**config.mk**
```make
export PLATFORM = sky130hd
export DESIGN_NAME = rds_bpsk_modulator
export DESIGN_NICKNAME = d
export VERILOG_FILES = /design/src/rtl/rds_pkg.sv /design/src/rtl/rds_diff_biphase_encoder.sv /design/src/rtl/rds_bpsk_modulator.sv
export SDC_FILE = /design/constraint.sdc
export NUM_CORES = 1
export LEC_CHECK = 0
export ABC_AREA = 1
export CORE_ASPECT_RATIO = 0.8
export CORE_MARGIN = 2
export CORE_UTILIZATION = 41
export CTS_CLUSTER_SIZE = 25
export DETAILED_ROUTE_END_ITERATION = 10
export MAX_ROUTING_LAYER = met4
export PLACE_DENSITY = 0.77
export SYNTH_ARGS = -nofsm -noshare
export SYNTH_HDL_FRONTEND = slang
export SYNTH_SLANG_ARGS = --single-unit
```
**constraint.sdc**
```tcl
create_clock -name s00_axis_aclk -period 2.18 [get_ports s00_axis_aclk]
set_input_delay 0.654 -clock s00_axis_aclk [delete_from_list [all_inputs] [get_ports s00_axis_aclk]]
set_output_delay 0.654 -clock s00_axis_aclk [all_outputs]
set_load 0.03 [all_outputs]
```
**src/rtl/rds_pkg.sv**
```systemverilog
// Shared constants and types for the RDS BPSK transmit path.
// Carrier: 57 kHz sampled at 456 kHz, so 8 samples per carrier cycle.
// Bit rate: 1187.5 bit/s, so 48 carrier cycles (384 samples) per data bit.
package rds_pkg;

  localparam int SAMPLES_PER_CYCLE = 8;
  localparam int CYCLES_PER_BIT    = 48;
  localparam int SAMPLES_PER_BIT   = SAMPLES_PER_CYCLE * CYCLES_PER_BIT;
  localparam int HALF_BIT          = SAMPLES_PER_BIT / 2;

  // One carrier cycle, peak amplitude 16384.
  localparam logic signed [15:0] SINE_LUT [SAMPLES_PER_CYCLE] = '{
    16'sd0, 16'sd11585, 16'sd16384, 16'sd11585,
    16'sd0, -16'sd11585, -16'sd16384, -16'sd11585
  };

  typedef enum logic {IDLE, RUN} state_t;

  // Sample index within one bit period, 0..383.
  typedef logic [8:0] sample_idx_t;

endpackage

```
**src/rtl/rds_diff_biphase_encoder.sv**
```systemverilog
// Differential encoder plus biphase polarity selection.
// Ports:
//   clk, rst  : clock, synchronous active-high reset
//   load      : a new data bit d enters the symbol this cycle
//   d         : data bit to encode
//   n         : sample index (0..383) of the sample being computed
//   e         : encoded bit in force for that sample
//   pol_neg   : 1 when the biphase waveform is -1 at sample n
module rds_diff_biphase_encoder
  import rds_pkg::*;
(
  input  logic        clk,
  input  logic        rst,
  input  logic        load,
  input  logic        d,
  input  sample_idx_t n,
  output logic        e,
  output logic        pol_neg
);

  // prev_e doubles as the encoded value of the symbol currently on air.
  logic prev_e;

  always_ff @(posedge clk) begin
    if (rst) begin
      prev_e <= 1'b0;
    end else if (load) begin
      prev_e <= d ^ prev_e;
    end
  end

  // On a load the sample being computed already belongs to the new symbol.
  assign e = load ? (d ^ prev_e) : prev_e;

  // e=1: +1 then -1; e=0: -1 then +1.
  assign pol_neg = ~(e ^ (n >= sample_idx_t'(HALF_BIT)));

endmodule

```
**src/rtl/rds_bpsk_modulator.sv**
```systemverilog
// RDS BPSK modulator: AXIS data bits in, 57 kHz BPSK subcarrier samples out.
// Ports:
//   s00_axis_aclk / s00_axis_areset : clock, synchronous active-high reset
//   s00_axis_*  : input bit stream, bit in tdata[0], one-entry holding register
//   m00_axis_*  : output samples, 16-bit signed sign-extended, tlast at n=383
//   shift       : arithmetic right shift applied to every sample
//   underrun    : sticky, set when a bit period ends with no next bit queued
module rds_bpsk_modulator
  import rds_pkg::*;
#(
  parameter int C_S00_AXIS_TDATA_WIDTH = 32,
  parameter int C_M00_AXIS_TDATA_WIDTH = 32
) (
  input  logic                                s00_axis_aclk,
  input  logic                                s00_axis_areset,
  input  logic                                s00_axis_tvalid,
  input  logic [C_S00_AXIS_TDATA_WIDTH-1:0]   s00_axis_tdata,
  output logic                                s00_axis_tready,
  input  logic                                m00_axis_tready,
  output logic                                m00_axis_tvalid,
  output logic [C_M00_AXIS_TDATA_WIDTH-1:0]   m00_axis_tdata,
  output logic [C_M00_AXIS_TDATA_WIDTH/8-1:0] m00_axis_tstrb,
  output logic                                m00_axis_tlast,
  input  logic [3:0]                          shift,
  output logic                                underrun
);

  state_t             state;
  logic               hold_valid;
  logic               hold_bit;
  sample_idx_t        n;
  sample_idx_t        n_next;
  logic               out_hs;
  logic               last_idx;
  logic               load;
  logic               enc_e;
  logic               pol_neg;
  logic signed [15:0] lut_val;
  logic signed [15:0] raw;
  logic signed [15:0] smp;
  logic               unused_tdata_hi;

  assign unused_tdata_hi = ^s00_axis_tdata[C_S00_AXIS_TDATA_WIDTH-1:1];

  assign s00_axis_tready = !hold_valid;
  assign m00_axis_tstrb  = '1;

  assign out_hs   = m00_axis_tvalid && m00_axis_tready;
  assign last_idx = (n == sample_idx_t'(SAMPLES_PER_BIT - 1));

  // A held bit is only consumed from IDLE or exactly at a bit boundary, so a
  // bit arriving on the boundary cycle itself is not seen until IDLE.
  assign load = hold_valid && ((state == IDLE) || (out_hs && last_idx));

  // Index of the sample that will be registered on this edge.
  assign n_next = load ? '0 : n + 9'd1;

  rds_diff_biphase_encoder u_enc (
    .clk     (s00_axis_aclk),
    .rst     (s00_axis_areset),
    .load    (load),
    .d       (hold_bit),
    .n       (n_next),
    .e       (enc_e),
    .pol_neg (pol_neg)
  );

  assign lut_val = SINE_LUT[n_next[2:0]];
  assign raw     = pol_neg ? -lut_val : lut_val;
  assign smp     = raw >>> shift;

  always_ff @(posedge s00_axis_aclk) begin
    if (s00_axis_areset) begin
      state           <= IDLE;
      hold_valid      <= 1'b0;
      hold_bit        <= 1'b0;
      n               <= '0;
      m00_axis_tvalid <= 1'b0;
      m00_axis_tdata  <= '0;
      m00_axis_tlast  <= 1'b0;
      underrun        <= 1'b0;
    end else begin
      if (load) begin
        hold_valid <= 1'b0;
      end else if (s00_axis_tvalid && !hold_valid) begin
        hold_valid <= 1'b1;
        hold_bit   <= s00_axis_tdata[0];
      end

      case (state)
        IDLE: begin
          if (load) begin
            state           <= RUN;
            n               <= n_next;
            m00_axis_tvalid <= 1'b1;
            m00_axis_tdata  <= C_M00_AXIS_TDATA_WIDTH'(smp);
            m00_axis_tlast  <= 1'b0;
          end
        end
        RUN: begin
          if (out_hs) begin
            if (!last_idx || load) begin
              n               <= n_next;
              m00_axis_tdata  <= C_M00_AXIS_TDATA_WIDTH'(smp);
              m00_axis_tlast  <= (n_next == sample_idx_t'(SAMPLES_PER_BIT - 1));
            end else begin
              state           <= IDLE;
              m00_axis_tvalid <= 1'b0;
              m00_axis_tlast  <= 1'b0;
              underrun        <= 1'b1;
            end
          end
        end
        default: state <= IDLE;
      endcase
    end
  end

endmodule

```
==> results.py, run 1 <==
metrics = {
    "setup_path": {
        "endpoint": "m00_axis_tdata[12]",
        "endpoint_kind": "register",
        "critical_path.cell_chain": "ha_4, nand2_4, nor2_4, nand3_2, nand2_4, nand2_8, nand3_4, nand2_4, nand2_8, nand4_1, nand3_2, nand3_2, nand2_2, nand2_2, nand2_2, buf_4, nand2_2, a21oi_2",
        "cp_num_buf_inv": 1,
        "critPathMaxStageDelay_ns": 0.37,
        "ff2ff_setup_slack_ns": -0.21,
        "crit_start": "n[0]",
        "r2r-start": "n[0]",
        "reg2reg_depth": 18,
        "path_delay_family": "simple AND/OR/NAND/NOR gates",
        "cp.depth": 18,
        "required_ns": 2.41,
        "cpMostUsedCell": "nand2_2",
        "cpMaxStageDelayCell": "dfxtp_4",
        "cp.arrival_ns": 2.62,
        "r2r-end": "m00_axis_tdata[12]",
        "cp-start-kind": "register",
        "path_class": "reg -> reg",
        "cp_max_fo": 7,
    },
    "cells_and_area": {
        "area_delta_synth_final_pct": 56.0,
        "drive_gt1_frac": 0.390,
        "final_util": 0.676,
        "n_antenna_cell": 0,
        "top_regs": "m00_axis_tdata: 16 flops, n: 9 flops",
        "top_register": "m00_axis_tdata",
        "final_nets": 443,
        "stdcell_count": 465,
        "layout_common_cells": "49 x nand2_1, 47 x buf_4, 31 x clkdlybuf4s50_1",
        "largest_register_ffs": 16,
        "nFillCells": 410,
        "design_area_mm2": 0.00344,
        "final_common_cell": "nand2_1",
    },
    "placement": {
        "dp_hpwl_um": 4400,
        "dp.cells": 450,
        "gp_congestion": 0.943,
        "portBuffers": 44,
        "postPlaceCellArea_mm2": 0.00291,
    },
    "cts": {
        "cts_sinks": 32,
        "root_buffer": "clkbuf_8",
        "cts_tree": "yes",
        "clockBufferDepth": 2,
        "cts_htree_levels": 2,
        "numCtsBuffers": 5,
        "clock_latency_ns": 0.29,
        "cts.clk_slew.worst_paths_ns": 0.08,
    },
    "floorplan": {
        "num_rows": 23,
        "coreArea_mm2": 0.00509,
        "die_w_um": 86.0,
        "initial_utilization": 0.433,
        "io_pins": 80,
        "die_h_um": 69.6,
        "dieArea_mm2": 0.00599,
    },
    "detailed_routing": {
        "drt_pass1_iterations": 5,
        "route.met2.wl_um": 3410,
        "drtIter0Drc": 235,
        "met1Wirelength_um": 2910,
        "routedWlPerCell_um": 14.9,
        "routed_wl_um": 6920,
        "wl_met3_um": 513,
        "vias": 2453,
        "vias_per_cell": 5.28,
        "dr.max_layer_used": "met4",
        "drc": 0,
        "antenna_left": 0,
    },
    "synth": {
        "synth_area_mm2": 0.00221,
        "synth_edf_count": 0,
        "synth.avg_cell_area_um2": 6.79,
        "ys_ff_latch": 32,
        "async_flop_share": 0,
        "syn_inst": 325,
        "yosys_warnings": 0,
        "ys.flop_type": "dfxtp_1",
        "synth.distinct_cells": 31,
        "yosysSeqAreaShare": 0.290,
    },
    "global_route": {
        "gr-total-overflow": 0,
        "grt_pass1_wl_um": 10200,
        "grt_max_degree": 19,
        "grt_pass1_vias": 2200,
        "track_usage": 0.213,
        "antenna_found_initial": 0,
    },
    "pwr": {
        "power.density_mw_per_mm2": 698,
        "vdd_drop_max_uv": 318,
        "leakage_nw": 1.66,
    },
    "worst_hold_path": {
        "hold_class": "reg -> reg",
    },
    "status": {
        "status": "complete, but fails checks",
        "violations": "setup timing",
    },
    "sta": {
        "worst_slack_ns": -0.213,
        "hold-worst-slack_ns": 0.456,
        "fin_skew_ns": 0.00911,
        "period_minus_slack_ns": 2.39,
        "drv_slew": 0,
        "max_freq_ghz": 0.418,
        "grt_setup_unrepaired": "yes",
        "setup_violations": 16,
        "timing.final.crit_share": 1.10,
        "hold_viol_final": 0,
    },
    "run": {
        "max-cap-violations": 0,
    },
}
==> layer usage <==
| metal | GRT usage | vias to the layer above |
|---|---|---|
| met5 | - | - |
| li1 | - | 1200 |
| met1 | 0.285 | 1137 |
| met3 | 0.0333 | 13 |
| met2 | 0.344 | 103 |
| met4 | 0.0370 | 0 |
==> power by group <==
| part | internal [mW] | switching (mW) |
|---|---|---|
| logic | 0.494 | 0.744 |
| clock network | 0.223 | 0.248 |
| registers | 0.646 | 0.0503 |
| total | 1.36 | 1.04 |
==> cells in the mapped netlist, drive strengths merged (3+ instances only) <==
cell / n / area, um2
a211oi: 3 / 22.5
a21oi: 32 / 171
buf: 25 / 175
clkbuf: 6 / 22.5
dfxtp: 32 / 641
inv: 30 / 113
nand2: 90 / 427
nand3: 37 / 223
nand4: 4 / 40.0
nor2: 26 / 110
o211ai: 6 / 45.0
o21ai: 20 / 100
xor2: 7 / 61.3
==> layout make-up <==
cell class                 count  area [um2]  area share
clock buffer                   5        68.8      0.0200
inverter                      30         115      0.0334
timing repair buffer          98         906       0.263
clock inverter                 3        18.8     0.00545
tap                           62        77.6      0.0225
sequential                    32         648       0.188
multi-input combinational    235        1610       0.467
==> cell families after synthesis <==
logic type | synth area share
flip-flops | 0.290
other | 0.00170
AO/OA/AOI/OAI | 0.164
AND/OR/NAND/NOR | 0.370
adder cells (fa/ha/maj) | 0.00567
buffers and inverters | 0.141
XOR/XNOR | 0.0278
==> worst reg2reg max path: cells and delay by family, from the launching register on <==
family                     cells  cell delay [ns]
adders and majority gates      1             0.15
DFF                            1             0.37
and+or+nand+nor               15             1.62
buffers and inverters          1             0.11
AOI/OAI and AO/OA              1             0.10
==> worst min-delay path by stage <==
stage	startpoint	to	slack, ns	depth (start not counted)
after detailed placement	underrun	underrun	0.45	2
after global placement	underrun	underrun	0.44	2
final	underrun	underrun	0.46	2
after CTS	underrun	underrun	0.46	2
after global routing	underrun	underrun	0.49	2
after floorplan	hold_bit	hold_bit	0.45	2
==> stage by stage <==
stage / setup TNS (ns) / total power [mW] / worst slack, ns
3_3_place_gp: -11.11 / 1.68 / -0.608
6_report: -2.24 / 2.40 / -0.213
2_1_floorplan: 0 / 1.36 / 0.00792
3_5_place_dp: -11.96 / 1.70 / -0.644
4_1_cts: -0.414 / 2.23 / -0.114
5_1_grt: -4.46 / 2.52 / -0.318
==> what timing repair did <==
item / in CTS / in global routing
resized for setup: 32 / 72
endpoints found under the hold margin: 0 / 0
buffers inserted: 6 / 2
hold buffers: 0 / 0
pin swaps: 28 / 30
setup endpoints to repair: 41 / 36
(Power assumes the default switching activity.)
==> run 2: changes to the inputs <==
- CELL_PAD_IN_SITES_DETAIL_PLACEMENT: not set -> 0
- CELL_PAD_IN_SITES_GLOBAL_PLACEMENT: not set -> 1
- CORE_UTILIZATION: 41 -> 28
- CTS_CLUSTER_DIAMETER: not set -> 200
- PLACE_DENSITY: 0.77 -> not set
- PLACE_DENSITY_LB_ADDON: not set -> 0.1
==> run 2 against run 1 <==
  * The run still ends with setup timing left
  * Flip-flop and latch count is the same
  * Register-to-register slack better by 0.04 ns
  * Die area increased by 44%
  * Combinational power barely moved
  * Clock-buffer cell count up 2
  * First-iteration DRC count shrank 60%
  * Critical path type unchanged
==> results.py, run 2 (same netlist as run 1, synthesis figures left out) <==
metrics = {
    "floorplan": {
        "num_rows": 28,
        "dieArea_mm2": 0.00861,
        "io_pins": 80,
        "initial_utilization": 0.293,
        "die_w_um": 103,
        "die_h_um": 83.4,
        "coreArea_mm2": 0.00753,
    },
    "cts": {
        "root_buffer": "clkbuf_8",
        "holdBufCountCts": 0,
        "cts_tree": "yes",
        "cts_htree_levels": 2,
        "cts.clk_slew.worst_paths_ns": 0.07,
        "clock_latency_ns": 0.29,
        "numCtsBuffers": 5,
        "clockBufferDepth": 2,
        "cts_sinks": 32,
    },
    "placement": {
        "dp_hpwl_um": 5010,
        "pre_cts_slack_ns": -0.726,
        "postPlaceCellArea_mm2": 0.00302,
        "portBuffers": 44,
        "gp_congestion": 0.901,
    },
    "detailed_routing": {
        "vias": 2354,
        "vias_per_cell": 4.54,
        "antenna_left": 0,
        "drt_pass1_iterations": 4,
        "drc": 0,
        "routedWlPerCell_um": 13.0,
        "drtIter0Drc": 93,
        "routed_wl_um": 6740,
    },
    "sta": {
        "grt_setup_unrepaired": "yes",
        "period_minus_slack_ns": 2.35,
        "drv_slew": 0,
        "fin_tns_setup_ns": -1.93,
        "fin_skew_ns": 0.00653,
        "setup_violations": 16,
        "worst_slack_ns": -0.174,
        "max_freq_ghz": 0.425,
        "hold_viol_final": 0,
        "timing.final.crit_share": 1.08,
    },
    "global_route": {
        "antenna_found_initial": 0,
        "grt_pass1_vias": 2118,
        "track_usage": 0.164,
        "grt_max_degree": 19,
        "gr-total-overflow": 0,
        "grt_pass1_wl_um": 10700,
    },
    "setup_path": {
        "ff2ff_setup_slack_ns": -0.17,
        "cp_max_fo": 7,
        "critical_path.cell_chain": "ha_4, nand2_4, nor2_4, nand3_2, nand2_4, nand2_8, nand2_4, nand4_4, nand2_4, buf_6, nand2_4, nand3_4, nand3_2, nand2_2, nand2_2, nand2_2, buf_6, nand2_4, a21oi_2",
        "cpMaxStageDelayCell": "dfxtp_2",
        "path_class": "reg -> reg",
        "cp.arrival_ns": 2.58,
        "required_ns": 2.40,
        "endpoint_kind": "register",
        "cpMostUsedCell": "nand2_4",
        "cp-start-kind": "register",
        "critPathMaxStageDelay_ns": 0.36,
    },
    "cells_and_area": {
        "largest_register_ffs": 16,
        "seq_area_um2": 643,
        "top_regs": "m00_axis_tdata: 16 flops, n: 9 flops",
        "top_register": "m00_axis_tdata",
        "drive_gt1_frac": 0.374,
        "area_delta_synth_final_pct": 62.2,
        "layout_common_cells": "55 x nand2_1, 55 x buf_4, 30 x dfxtp_1",
        "nFillCells": 794,
        "design_area_mm2": 0.00358,
        "n_antenna_cell": 0,
        "final_nets": 454,
        "multi_input_area_mm2": 0.00157,
    },
    "pwr": {
        "p_switching_mw": 1.01,
        "leakage_nw": 1.81,
        "pwr-share-comb": 0.515,
        "switching_share": 0.415,
        "p_total_mw": 2.44,
        "power.density_mw_per_mm2": 682,
        "clockPowerShare": 0.205,
        "seqPwrFrac": 0.280,
        "vdd_drop_max_uv": 254,
        "internal_power_mw": 1.43,
    },
    "worst_hold_path": {
        "hold_class": "reg -> reg",
    },
    "status": {
        "status": "complete, but fails checks",
        "violations": "setup timing",
    },
    "run": {
        "max-cap-violations": 0,
    },
}
==> run 2: final cells by class <==
cell class,instances,area share
Tap cell,105,0.0367
Clock buffer,7,0.0241
Multi-Input combinational cell,235,0.438
Sequential cell,32,0.180
Inverter,30,0.0315
Timing Repair Buffer,109,0.288
Clock inverter,1,0.00210
==> run 2: critical path: cells and delay by family, from the launching register on <==
family | cells | cell delay (ns)
compound gates | 1 | 0.12
fa+ha+maj | 1 | 0.15
buf+inv | 2 | 0.21
flops | 1 | 0.36
simple gates | 15 | 1.42
==> run 2: power groups by stage <==
stage	clock network, mW	registers, mW	logic [mW]
finish	0.500	0.685	1.26
global route	0.547	0.692	1.36
CTS	0.515	0.685	1.19
detailed placement	0	0.697	1.05
global placement	0	0.697	1.04
floorplan	0	0.778	0.583
==> run 2: timing repair <==
item                       CTS  global route
buffers inserted             9             3
gates resized for setup     47            49
setup endpoints to repair   26            35
cloned                       0             0
pin swaps                   20            29
==> run 2: worst paths after layout <==
| kind | end | startpoint | depth (start not counted) |
|---|---|---|---|
| setup / recovery | m00_axis_tdata[12] | n[1] | 19 |
| hold / removal | underrun | underrun | 2 |
| setup reg to reg | m00_axis_tdata[12] | n[1] | 19 |
| hold reg to reg | underrun | underrun | 2 |
==> run 2: per-layer routing <==
layer / vias to the layer above / part of all wire / GRT usage
li1: 1220 / - / -
met1: 1073 / 0.53 / 0.253
met2: 55 / 0.40 / 0.213
met3: 6 / 0.066 / 0.0362
met4: 0 / 0.0094 / 0.0359
met5: - / 0 / -
==> run 2: per-stage QoR <==
| step | utilization | hold WS [ns] | instances |
|---|---|---|---|
| 6_report | 0.475 | 0.450 | 519 |
| 5_1_grt | 0.475 | 0.481 | 519 |
| 4_1_cts | 0.450 | 0.451 | 516 |
| 3_5_place_dp | 0.401 | 0.439 | 499 |
| 3_3_place_gp | 0.401 | 0.438 | 499 |
| 2_1_floorplan | - | 0.451 | 328 |
==> run 3: changes to the inputs <==
- MAX_ROUTING_LAYER: met4 -> not set
==> run 3 against run 2 <==
  * The run still ends with setup timing left
  * First-iteration DRC count decreased by 15%
  * Die area unchanged
  * Wire length increased by 0.43%
  * Clock-buffer cell count decreased by 2
  * Flip-flop and latch count unchanged
  * Final cell count unchanged
  * Power decreased by 1.2%
  * Critical endpoint is now m00_axis_tdata[8]
  * Utilization about the same
==> results.py, run 3 (same netlist as run 1, synthesis figures left out) <==
metrics = {
    "setup_path": {
        "r2r-end": "m00_axis_tdata[8]",
        "required_ns": 2.41,
        "critical_path.cell_chain": "ha_4, nand2_4, nor2_4, nand3_2, nand2_4, nand2_8, nand2_4, nand4_4, nand3_1, nand3_2, nand2_2, nand2_2, o211ai_1, nand3_1, a21oi_2",
        "r2r-start": "n[0]",
        "cp.arrival_ns": 2.61,
        "endpoint_kind": "register",
        "cp_num_buf_inv": 0,
        "cpMaxStageDelayCell": "dfxtp_2",
        "path_delay_family": "simple AND/OR/NAND/NOR gates",
        "critPathMaxStageDelay_ns": 0.36,
        "ff2ff_setup_slack_ns": -0.20,
        "path_class": "reg -> reg",
        "reg2reg_depth": 15,
        "cp-start-kind": "register",
        "cpMostUsedCell": "nand2_4",
        "cp_max_fo": 7,
    },
    "floorplan": {
        "initial_utilization": 0.293,
        "dieArea_mm2": 0.00861,
        "num_rows": 28,
        "coreArea_mm2": 0.00753,
        "die_w_um": 103,
        "io_pins": 80,
        "die_h_um": 83.4,
    },
    "pwr": {
        "vdd_drop_max_uv": 248,
        "power.density_mw_per_mm2": 674,
        "leakage_nw": 1.80,
        "p_total_mw": 2.41,
    },
    "sta": {
        "period_minus_slack_ns": 2.38,
        "fin_tns_setup_ns": -1.97,
        "drv_slew": 0,
        "setup_violations": 15,
        "fin_skew_ns": 0.00766,
        "grt_setup_unrepaired": "yes",
        "hold-worst-slack_ns": 0.461,
        "max_freq_ghz": 0.420,
        "timing.final.crit_share": 1.09,
        "hold_viol_final": 0,
        "worst_slack_ns": -0.200,
    },
    "worst_hold_path": {
        "min_from": "underrun",
        "hold_class": "reg -> reg",
        "hold_path_depth": 2,
        "whs_endpoint": "underrun",
    },
    "detailed_routing": {
        "antenna_left": 0,
        "routedWlPerCell_um": 13.0,
        "drtIter0Drc": 79,
        "vias_per_cell": 4.53,
        "routed_wl_um": 6770,
        "drt_pass1_iterations": 4,
        "vias": 2350,
        "drc": 0,
    },
    "placement": {
        "portBuffers": 44,
        "dp_hpwl_um": 5040,
        "dp.cells": 500,
        "gp_congestion": 0.866,
    },
    "global_route": {
        "grt_max_degree": 20,
        "antenna_found_initial": 0,
        "track_usage": 0.159,
        "grt_pass1_wl_um": 10700,
        "gr-total-overflow": 0,
        "grt_pass1_vias": 2096,
    },
    "cts": {
        "clock_latency_ns": 0.29,
        "root_buffer": "clkbuf_8",
        "holdBufCountCts": 0,
        "cts_tree": "yes",
        "clockBufferDepth": 2,
        "cts_sinks": 32,
        "cts.clk_slew.worst_paths_ns": 0.08,
        "numCtsBuffers": 5,
        "cts_htree_levels": 2,
    },
    "cells_and_area": {
        "final_common_cell": "buf_4",
        "final_nets": 454,
        "top_regs": "m00_axis_tdata: 16 flops, n: 9 flops",
        "largest_register_ffs": 16,
        "stdcell_count": 519,
        "layout_common_cells": "56 x buf_4, 48 x nand2_1, 30 x dfxtp_1",
        "area_delta_synth_final_pct": 62.1,
        "drive_gt1_frac": 0.401,
        "n_antenna_cell": 0,
        "top_register": "m00_axis_tdata",
        "final_util": 0.475,
    },
    "status": {
        "status": "complete, but fails checks",
        "violations": "setup timing",
    },
    "run": {
        "max-cap-violations": 0,
    },
}
## run 3: changes by cell type in the layout (fill, tap and decap cells not counted), moves of 2 or more
cell      previous run  this run
inv_4                0         2
nand2_2             17        27
nand3_2              9        12
nand2_4             14        11
nand3_4              7         4
a21oi_1             24        19
clkinv_2             0         2
nand2_1             55        48
a21oi_2              8        12
inv_2                7         3
o21ai_0             18        16
inv_1               23        25
o21ai_1              0         3
## run 3: layout make-up
cell class / count / area [um2]
sequential: 32 / 643
clock inverter: 3 / 18.8
fill: 783 / 3960
tap: 105 / 131
timing repair buffer: 109 / 1030
multi-input combinational: 235 / 1570
clock buffer: 5 / 68.8
inverter: 30 / 118
## run 3: worst max path at each step
stage / slack (ns) / depth (start not counted) / end / start
2_1_floorplan: 0.008 / 20 / m00_axis_tdata[4] / n[0]
3_3_place_gp: -0.73 / 18 / m00_axis_tdata[3] / m00_axis_tready
3_5_place_dp: -0.77 / 18 / m00_axis_tdata[3] / m00_axis_tready
4_1_cts: -0.18 / 19 / m00_axis_tdata[3] / n[0]
5_1_grt: -0.36 / 20 / m00_axis_tdata[4] / n[1]
6_report: -0.20 / 15 / m00_axis_tdata[8] / n[0]
## run 3: metrics by stage
step | setup slack (ns) | area, um2
2_1_floorplan | 0.00792 | 2230
3_3_place_gp | -0.727 | 3030
3_5_place_dp | -0.775 | 3030
4_1_cts | -0.184 | 3300
5_1_grt | -0.356 | 3580
6_report | -0.200 | 3580
## run 3: worst register-to-register path, delay by kind of cell (launching register included)
| kind | cells | cell delay (ns) |
|---|---|---|
| compound gates | 2 | 0.30 |
| fa+ha+maj | 1 | 0.15 |
| flops | 1 | 0.36 |
| simple gates | 12 | 1.52 |
## run 3: layer usage
metal  part of all wire  routed length (um)  global-route usage  up-vias
met1               0.54                3640               0.253     1072
met2               0.40                2730               0.210       51
met5                  0                   0                   0        -
met3              0.044                 301              0.0261        7
met4              0.014                  94              0.0550        0
li1                   -                   -                   -     1220
## run 3: power breakdown
group	internal, mW	leakage, nW	total, mW	switching, mW
clock	0.223	0.0479	0.476	0.253
combinational	0.523	1.49	1.25	0.729
sequential	0.644	0.263	0.684	0.0400
total	1.39	1.80	2.41	1.02
## run 3: timing repair
action / in CTS / in global routing
resized for setup: 31 / 75
pin swaps: 25 / 19
gates cloned: 0 / 0
endpoints found under the setup margin: 26 / 42
buffers inserted: 8 / 4
